`src/rtl/lifo_stack_arbiter.sv`:
```
// Two-requester round-robin arbiter serialising push/pop/peek onto a private LIFO stack.
// Optional owner tagging of entries is enabled by defining LIFO_ARB_OWNER_TAG_EN.
module lifo_stack_arbiter #(
  parameter int DATA_W = 8,
  parameter int DEPTH  = 8,
  parameter int CNT_W  = 4
) (
  input  logic              Clk_In,
  input  logic              Reset_In,
  input  logic              Req_A_In,
  input  logic              Req_B_In,
  input  logic [1:0]        Op_A_In,
  input  logic [1:0]        Op_B_In,
  input  logic [DATA_W-1:0] Data_A_In,
  input  logic [DATA_W-1:0] Data_B_In,
  output logic              Gnt_A_Out,
  output logic              Gnt_B_Out,
  output logic              Ack_A_Out,
  output logic              Ack_B_Out,
  output logic [DATA_W-1:0] Rd_Data_Out,
  output logic              Err_Out,
  output logic [CNT_W-1:0]  Count_Out,
  output logic              Empty_Out,
  output logic              Full_Out,
  output logic [1:0]        fsm_state
);

  // Handshake: a requester holds Req (with stable Op/Data) until its one-cycle
  // Ack pulse and drops it the cycle after; Gnt pulses once on acceptance.
  localparam logic [1:0] IDLE = 2'd0;
  localparam logic [1:0] EXEC = 2'd1;
  localparam logic [1:0] RESP = 2'd2;

  localparam int AW = $clog2(DEPTH);

  localparam logic [1:0] OP_PUSH = 2'b00;
  localparam logic [1:0] OP_POP  = 2'b01;
  localparam logic [1:0] OP_PEEK = 2'b10;

  logic [1:0]        state;
  logic [CNT_W-1:0]  count;
  logic              last_b;
  logic              win_b;
  logic [1:0]        lat_op;
  logic [DATA_W-1:0] lat_data;
  logic [DATA_W-1:0] res_data;
  logic              res_err;
  logic              do_push;
  logic              do_pop;
  logic              pick_b;
  logic              tag_bad;
  logic [AW-1:0]     push_idx;
  logic [AW-1:0]     top_idx;

  logic [DATA_W-1:0] mem [DEPTH];
`ifdef LIFO_ARB_OWNER_TAG_EN
  logic              tag_mem [DEPTH];
`endif

  assign push_idx  = count[AW-1:0];
  assign top_idx   = AW'(count - 1'b1);
  assign Count_Out = count;
  assign Empty_Out = (count == '0);
  assign Full_Out  = (count == CNT_W'(DEPTH));
  assign fsm_state = state;

  // On a tie the requester not granted last wins.
  always_comb begin
    pick_b = Req_B_In && (!Req_A_In || !last_b);
  end

  always_comb begin
`ifdef LIFO_ARB_OWNER_TAG_EN
    tag_bad = (tag_mem[top_idx] != win_b);
`else
    tag_bad = 1'b0;
`endif
  end

  always_ff @(posedge Clk_In or posedge Reset_In) begin
    if (Reset_In) begin
      state       <= IDLE;
      count       <= '0;
      last_b      <= 1'b1;
      win_b       <= 1'b0;
      lat_op      <= 2'b00;
      lat_data    <= '0;
      res_data    <= '0;
      res_err     <= 1'b0;
      do_push     <= 1'b0;
      do_pop      <= 1'b0;
      Gnt_A_Out   <= 1'b0;
      Gnt_B_Out   <= 1'b0;
      Ack_A_Out   <= 1'b0;
      Ack_B_Out   <= 1'b0;
      Rd_Data_Out <= '0;
      Err_Out     <= 1'b0;
    end else begin
      Gnt_A_Out   <= 1'b0;
      Gnt_B_Out   <= 1'b0;
      Ack_A_Out   <= 1'b0;
      Ack_B_Out   <= 1'b0;
      Rd_Data_Out <= '0;
      Err_Out     <= 1'b0;
      case (state)
        IDLE: begin
          if (Req_A_In || Req_B_In) begin
            win_b     <= pick_b;
            last_b    <= pick_b;
            lat_op    <= pick_b ? Op_B_In : Op_A_In;
            lat_data  <= pick_b ? Data_B_In : Data_A_In;
            Gnt_A_Out <= !pick_b;
            Gnt_B_Out <= pick_b;
            state     <= EXEC;
          end
        end
        EXEC: begin
          res_data <= '0;
          res_err  <= 1'b0;
          do_push  <= 1'b0;
          do_pop   <= 1'b0;
          case (lat_op)
            OP_PUSH: begin
              if (count < CNT_W'(DEPTH)) do_push <= 1'b1;
              else                       res_err <= 1'b1;
            end
            OP_POP, OP_PEEK: begin
              if ((count != '0) && !tag_bad) begin
                res_data <= mem[top_idx];
                do_pop   <= (lat_op == OP_POP);
              end else begin
                res_err  <= 1'b1;
              end
            end
            default: res_err <= 1'b1;
          endcase
          state <= RESP;
        end
        RESP: begin
          // Stack occupancy commits together with the Ack pulse.
          if (do_push)     count <= count + 1'b1;
          else if (do_pop) count <= count - 1'b1;
          do_push     <= 1'b0;
          do_pop      <= 1'b0;
          Ack_A_Out   <= !win_b;
          Ack_B_Out   <= win_b;
          Rd_Data_Out <= res_data;
          Err_Out     <= res_err;
          state       <= IDLE;
        end
        default: state <= IDLE;
      endcase
    end
  end

  // Storage is deliberately not reset.
  always_ff @(posedge Clk_In) begin
    if ((state == RESP) && do_push) begin
      mem[push_idx] <= lat_data;
`ifdef LIFO_ARB_OWNER_TAG_EN
      tag_mem[push_idx] <= win_b;
`endif
    end
  end

endmodule

```
`config.mk`:
```
export PLATFORM = sky130hd
export DESIGN_NAME = lifo_stack_arbiter
export DESIGN_NICKNAME = d
export VERILOG_FILES = /design/src/rtl/lifo_stack_arbiter.sv
export SDC_FILE = /design/constraint.sdc
export NUM_CORES = 1
export LEC_CHECK = 0
export BUFFER_PORTS_ARGS = -buffer_cell sky130_fd_sc_hd__clkbuf_2
export CAP_MARGIN = 30
export CORE_MARGIN = 5
export CORE_UTILIZATION = 42
export CTS_CLUSTER_DIAMETER = 150
export DETAILED_ROUTE_END_ITERATION = 16
export GPL_ROUTABILITY_DRIVEN = 0
export PLACE_DENSITY = 0.59
export SYNTH_ARGS = -nofsm -noshare
export SYNTH_HDL_FRONTEND = slang
export SYNTH_SLANG_ARGS = --single-unit
```
`constraint.sdc`:
```
create_clock -name Clk_In -period 2.8 [get_ports Clk_In]
set_input_delay 0.56 -clock Clk_In [delete_from_list [all_inputs] [get_ports Clk_In]]
set_output_delay 0.56 -clock Clk_In [all_outputs]
set_load 0.05 [all_outputs]
```
==> run metrics, run 1 <==
CTS tree built; Die Ht 111 um; CP Capture Type output port; final setup TNS 0 ps; Fillers 893; Layout area overhead 13.4%; Routed Wire Length 7550 um; Avg Inst Size Synth 15.5 um^2; Int Power 3.04 mW; number of max-cap violations 0; post-DP HPWL 5390 um; syn_nets 310; HP Class input port to async pin; Final setup viols 0; Mapped Area 4290 um^2; initial antenna violation count 0; min cycle time layout 2350 ps; Core ar. 10100 um^2; antenna-violating nets left 0; Flop pwr share 48.3%; Multi-input gate area 1170 um^2; Congestion Overflow GR 0; status completed; Num CTS Buffers 9; largest cells by area after synthesis edfxtp_1 45%, dfrtp_1 24%, mux4_2 5.2%; wire per inst 16.0 um; hold buffer count at CTS 0; Layout Skew 10.2 ps; Starting DRT DRC Count 118; Worst-path clk slew 100 ps; final net count 363; H-tree levels 3; Critical Path Source Type flop; TritonRoute pass-1 iters 4; area leader, netlist edfxtp_1; die area 12300 um^2; most frequent cells after synthesis 64 x edfxtp_1, 41 x dfrtp_1, 27 x nand2_1; share of cells above drive strength 1 24.5%; post-CTS setup buffers 0; Seq/Total Area, Yosys 69.3%; Post-synth EDFFs 64; All-Layer GR Usage 13.2%; # clock sinks 106; R2R depth 6; switching share of total power 36.3%; CTS resizes 0; ant diodes 0; slew of the pin with the lowest slew margin 779 ps; async set-reset flop share out of synthesis 39.6%; largest net degree at the start of global routing 25; count leader, synth edfxtp_1; worst setup path class flop to output port; number of placed I/O pins 45; DR vias 2313; worst reg2reg startpoint Count_Out[1]$_DFFE_PP0P_; Synth cell types 37; CP max FO 9; switching power 1.73 mW; Finished Layout Cells 471; Placed Area 4680 um^2; Initial Utilization 42.4%; CP Data Arrival Time 1790 ps; Clk pwr share 18.7%; peak supply drop 0.484 mV; vias in the first global route 2403; RSZ-0062 raised after global routing no; Final Max Tran Viols 0; Post-Syn Instances 277; PwrDens 978 nW/um^2; R2R Path End res_data[0]$_DFFE_PP0N_; final hold vios 0; period utilization 83.8%; Post-route DRC 0; via/cell ratio 4.91; Crit path required time 2240 ps; cell area after layout 4870 um^2; internal reg-to-reg setup slack 680 ps; Rel. slew slack 47.9%; combinational share of power 33.0%; total placed cells including tap cells 455; Synth Register Bits 106; Synth top area share 44.8%; row count 37; storage element area 2970 um^2; die span in x 111 um; clock buffer depth 2; first-pass GRT wire length 12800 um; clock root buffer master clkbuf_8; FMAX 426 MHz; clk_lat worst skew 360 ps; total power 4.77 mW; Most used DFF post-synth edfxtp_1; PortBufs 44; Yosys warning count 0; Leakage 1.94 nW
worst max path at each step:
| stage | slack [ps] | cells after the start | end | from |
|---|---|---|---|---|
| floorplan | 340 | 5 | Empty_Out | Count_Out[0]$_DFFE_PP0P_ |
| global placement | 730 | 6 | res_data[0]$_DFFE_PP0N_ | Count_Out[1]$_DFFE_PP0P_ |
| detailed placement | 680 | 6 | res_data[0]$_DFFE_PP0N_ | Count_Out[1]$_DFFE_PP0P_ |
| CTS | 430 | 4 | Empty_Out | Count_Out[1]$_DFFE_PP0P_ |
| global route | 320 | 4 | Empty_Out | Count_Out[1]$_DFFE_PP0P_ |
| finish | 450 | 4 | Empty_Out | Count_Out[1]$_DFFE_PP0P_ |
cell usage in the layout (no fill, tap or decap), types with 3 or more instances in the layout:
cell / count
mux4_2: 10
dfrtp_1: 41
nor2b_1: 3
nor2_1: 10
o21ai_1: 18
a22oi_1: 10
buf_4: 11
ha_1: 9
and2_1: 11
edfxtp_1: 64
nand2_1: 27
clkbuf_8: 10
mux2i_1: 8
clkbuf_2: 44
mux4_1: 6
inv_1: 16
o21ai_0: 5
xnor2_1: 3
sequential cells by signal, summed over array words and instances, names as in the netlist:
signal / flops
mem: 64
Rd_Data_Out: 8
lat_data: 8
res_data: 8
Count_Out: 4
fsm_state: 2
lat_op: 2
Ack_A_Out: 1
Ack_B_Out: 1
Err_Out: 1
Gnt_A_Out: 1
Gnt_B_Out: 1
do_pop: 1
do_push: 1
last_b: 1
res_err: 1
win_b: 1
per-stage QoR:
step	hold slack (ps)	util, %	worst slack, ps
final	176	48.0	454
after global routing	205	48.0	322
after CTS	172	48.0	428
after detailed placement	470	46.2	679
after global placement	461	46.2	734
after floorplan	418	-	338
worst max-delay path: stages (launching register included):
cell,delay (ps)
dfrtp_1,470
inv_1,130
ha_1,250
nor3b_2,260
clkbuf_2,320
logic make-up after synthesis:
family / count (synthesis) / share of synthesized area, %
buffers and inverters: 30 / 3.61
muxes: 24 / 10.8
xor gates and xnor gates: 3 / 0.612
DFF: 106 / 69.3
AOI/OAI and AO/OA: 44 / 6.21
adders and majority gates: 9 / 2.62
and+or+nand+nor: 61 / 6.91
layer usage:
layer,vias to the layer above,track usage (%),part of all wire (%)
li1,1121,-,-
met1,1121,18.5,48
met2,61,19.9,45
met3,10,3.22,5.0
met4,0,5.19,1.8
met5,-,0,0
final cells by class:
type,instances,share of cell area (%)
Inverter,17,1.31
Sequential cell,106,61.1
Multi-Input combinational cell,141,24.0
Tap cell,136,3.49
Timing Repair Buffer,55,6.22
Clock inverter,3,0.411
Clock buffer,13,3.49
power by group through the flow:
stage               Sequential [mW]  Clock (mW)  Combinational (mW)
floorplan                      2.47           0                1.07
global placement               2.32           0                1.58
detailed placement             2.34           0                1.59
CTS                            2.31       0.927                1.60
global route                   2.35       0.990                1.73
finish                         2.30       0.890                1.57
Note: power is estimated with default switching activity, not from simulation.
==> run 2: changes to the inputs <==
--- a/config.mk
+++ b/config.mk
@@ -5,6 +5,7 @@
 export SDC_FILE = /design/constraint.sdc
 export NUM_CORES = 1
 export LEC_CHECK = 0
+export ABC_AREA = 1
 export BUFFER_PORTS_ARGS = -buffer_cell sky130_fd_sc_hd__clkbuf_2
 export CAP_MARGIN = 30
 export CORE_MARGIN = 5
@@ -12,7 +13,7 @@
 export CTS_CLUSTER_DIAMETER = 150
 export DETAILED_ROUTE_END_ITERATION = 16
 export GPL_ROUTABILITY_DRIVEN = 0
-export PLACE_DENSITY = 0.59
+export PLACE_DENSITY = 0.61
 export SYNTH_ARGS = -nofsm -noshare
 export SYNTH_HDL_FRONTEND = slang
 export SYNTH_SLANG_ARGS = --single-unit
==> constraint.sdc (replaced) <==
create_clock -name Clk_In -period 2.05 [get_ports Clk_In]
set_input_delay 0.41 -clock Clk_In [delete_from_list [all_inputs] [get_ports Clk_In]]
set_output_delay 0.41 -clock Clk_In [all_outputs]
set_load 0.05 [all_outputs]
==> run 2 against run 1 <==
Compared with the run above:
- register-to-register slack worse by 280 ps
- worst hold slack worse by 32 ps
- sequential power up 40%
- non-clock buffer count up 3
- clock-buffer cell count down 1
- first-iteration DRC count up 48%
- sequential cell count unchanged
- core utilization up 0.58 points
- die area up 6.3%
- cell area up 7.7%
- critical path type unchanged
==> run metrics, run 2 <==
Crit path required time 1640 ps (was 2240 ps); number of max-cap violations 0 (unchanged); hold buffer count at CTS 0 (unchanged); worst-path cell chain inv_4, ha_4, nand2_2, nor2_4, buf_12 (was inv_1, ha_1, nor3b_2, clkbuf_2); Seq/Total Area, Yosys 64.8% (was 69.3%); Layout Skew 11.4 ps (was 10.2 ps); critical path's slowest cell dfrtp_2 (was dfrtp_1); total power 7.60 mW (was 4.77 mW); Synth top area share 41.9% (was 44.8%); Synth cell types 29 (was 37); initial antenna violation count 0 (unchanged); Worst-path clk slew 100 ps (about the same); final hold vios 0 (unchanged); Multi-input gate area 1270 um^2 (was 1170 um^2); TritonRoute pass-1 iters 4 (unchanged); Critical Path Source Type flop (unchanged); Routed Wire Length 9420 um (was 7550 um); peak supply drop 0.786 mV (was 0.484 mV); ant diodes 0 (unchanged); Most used DFF post-synth edfxtp_1 (unchanged); worst setup path class flop to output port (unchanged); Mapped Area 4590 um^2 (was 4290 um^2); PwrDens 1450 nW/um^2 (was 978 nW/um^2); Post-synth EDFFs 64 (unchanged); wire per inst 14.4 um (was 16.0 um); clock root buffer master clkbuf_8 (unchanged); Crit path max-delay family flip-flops (unchanged); share of cells above drive strength 1 22.9% (was 24.5%); post-CTS setup buffers 0 (unchanged); Congestion Overflow GR 0 (unchanged); Post-Syn Instances 456 (was 277); Leakage 2.46 nW (was 1.94 nW); HP Class input port to async pin (unchanged); most frequent cells after synthesis 136 x nand2_1, 64 x edfxtp_1, 53 x nand3_1 (was 64 x edfxtp_1, 41 x dfrtp_1, 27 x nand2_1); die span in x 115 um (was 111 um); clk_lat worst skew 360 ps (about the same); Layout area overhead 14.3% (was 13.4%); # clock sinks 106 (unchanged); number of placed I/O pins 45 (unchanged); first-pass GRT wire length 15600 um (was 12800 um); final net count 544 (was 363); Final setup viols 0 (unchanged); Fillers 1023 (was 893); largest net degree at the start of global routing 43 (was 25); final setup TNS 0 ps (unchanged); Synth Register Bits 106 (unchanged); die area 13100 um^2 (was 12300 um^2); worst reg2reg startpoint Count_Out[0]$_DFFE_PP0P_ (was Count_Out[1]$_DFFE_PP0P_); DR vias 3052 (was 2313); Rel. slew slack 59.5% (was 47.9%); slew of the pin with the lowest slew margin 604 ps (was 779 ps); via/cell ratio 4.65 (was 4.91); CP Capture Type output port (unchanged); Num CTS Buffers 9 (unchanged); most common cell after layout, fill and taps aside nand2_1 (was edfxtp_1); Buf+Inv Stages, Crit Path 2 (unchanged); FMAX 510 MHz; area leader, netlist edfxtp_1 (unchanged); most flop-heavy register mem (unchanged); Initial Utilization 42.5% (was 42.4%); syn_nets 489 (was 310); Final Max Tran Viols 0 (unchanged); Post-route DRC 0 (unchanged); async set-reset flop share out of synthesis 39.6% (unchanged); period utilization 95.6%; largest cells by area after synthesis edfxtp_1 42%, dfrtp_1 22%, nand2_1 11% (was edfxtp_1 45%, dfrtp_1 24%, mux4_2 5.2%); min cycle time layout 1960 ps; Die Ht 115 um (was 111 um); Largest register FFs 64 (unchanged); status completed (unchanged); clock buffer depth 2 (unchanged); Avg Inst Size Synth 10.1 um^2 (was 15.5 um^2); post-DP HPWL 6480 um (was 5390 um); Yosys warning count 0 (unchanged); vias in the first global route 3061 (was 2403); slowest stage delay, CP 470 ps (about the same); CP Data Arrival Time 1550 ps (was 1790 ps); H-tree levels 3 (unchanged); All-Layer GR Usage 15.4% (was 13.2%); count leader, synth nand2_1 (was edfxtp_1); Core ar. 10800 um^2 (was 10100 um^2); storage element area 2980 um^2 (was 2970 um^2); CTS tree built (unchanged); CP max FO 6 (was 9); PortBufs 44 (unchanged); most frequent cells in the layout 135 x nand2_1, 64 x edfxtp_1, 53 x nand3_1, 44 x inv_1, 42 x clkbuf_2 (was 64 x edfxtp_1, 44 x clkbuf_2, 41 x dfrtp_1, 27 x nand2_1, 18 x o21ai_1); Starting DRT DRC Count 175 (was 118); antenna-violating nets left 0 (unchanged); row count 38 (was 37); RSZ-0062 raised after global routing no (unchanged); CP startpoint Count_Out[1]$_DFFE_PP0P_ (unchanged)
run 2: cell types whose count changed in the layout (fill, tap and decap cells not counted), sizes merged, moves of 8 or more:
cell   change
a22oi     -10
and2      -11
inv       +59
mux2i      -8
mux4      -16
nand2    +110
nand3     +51
nor2      +14
run 2: layout make-up:
class | instances | share of cell area [%]
Clock buffer | 12 | 2.58
Clock inverter | 4 | 1.00
Inverter | 77 | 5.60
Multi-Input combinational cell | 259 | 24.3
Sequential cell | 106 | 56.7
Tap cell | 140 | 3.34
Timing Repair Buffer | 58 | 6.49
run 2: where the power goes:
| part | switching [mW] | internal (mW) | total, mW |
|---|---|---|---|
| clock network | 0.668 | 0.567 | 1.23 |
| logic | 2.19 | 0.968 | 3.16 |
| registers | 0.409 | 2.80 | 3.21 |
| total | 3.27 | 4.33 | 7.60 |
run 2: per-layer routing:
layer | vias up | GRT usage (%) | part of all wire, %
met2 | 61 | 25.1 | 49
met5 | - | 0 | 0
met3 | 4 | 3.75 | 3.9
met4 | 0 | 4.04 | 0.75
li1 | 1553 | - | -
met1 | 1434 | 20.7 | 46
run 2: timing repair:
action                                  CTS  global route
resized for setup                         2             3
pin swaps                                 0             1
endpoints found under the setup margin    2             2
hold endpoints to repair                  0             0
run 2: final timing paths:
path	to	slack [ps]	depth (start not counted)
worst max-delay path	Empty_Out	90	5
worst max register to register	mem[6][5]$_DFFE_PP_	400	5
min in group Clk_In	lat_data[7]$_DFFE_PP0P_	280	3
max in group asynchronous	Count_Out[1]$_DFFE_PP0P_	1500	3
worst min register to register	last_b$_DFFE_PP1P_	470	2
worst min-delay path	Rd_Data_Out[7]$_DFF_PP0_	140	3
run 2: logic make-up (layout without fill, tap and decap cells):
kind of cell / count (synthesis) / count (layout) / share of synthesized area (%)
AND/OR/NAND/NOR: 217 / 217 / 19.7
flip-flops: 106 / 106 / 64.8
buffers and inverters: 91 / 151 / 8.20
AO/OA/AOI/OAI: 27 / 27 / 3.38
adder cells (fa/ha/maj): 9 / 9 / 2.45
XOR/XNOR: 6 / 6 / 1.47
run 2: worst min-delay path: cells and delay by family:
kind     cells  cell delay (ps)
buf+inv      3              570
run 2: metrics by stage:
stage / cells / worst slack (ps) / util [%] / cell area, um^2 / hold slack [ps]
6_report: 656 / 91.0 / 48.6 / 5250 / 144
5_1_grt: 656 / 14.5 / 48.6 / 5250 / 196
4_1_cts: 656 / 19.6 / 48.6 / 5240 / 162
3_5_place_dp: 640 / 301 / 46.8 / 5050 / 459
3_3_place_gp: 640 / 332 / 46.8 / 5050 / 449
2_1_floorplan: 456 / 15.3 / - / 4620 / 425
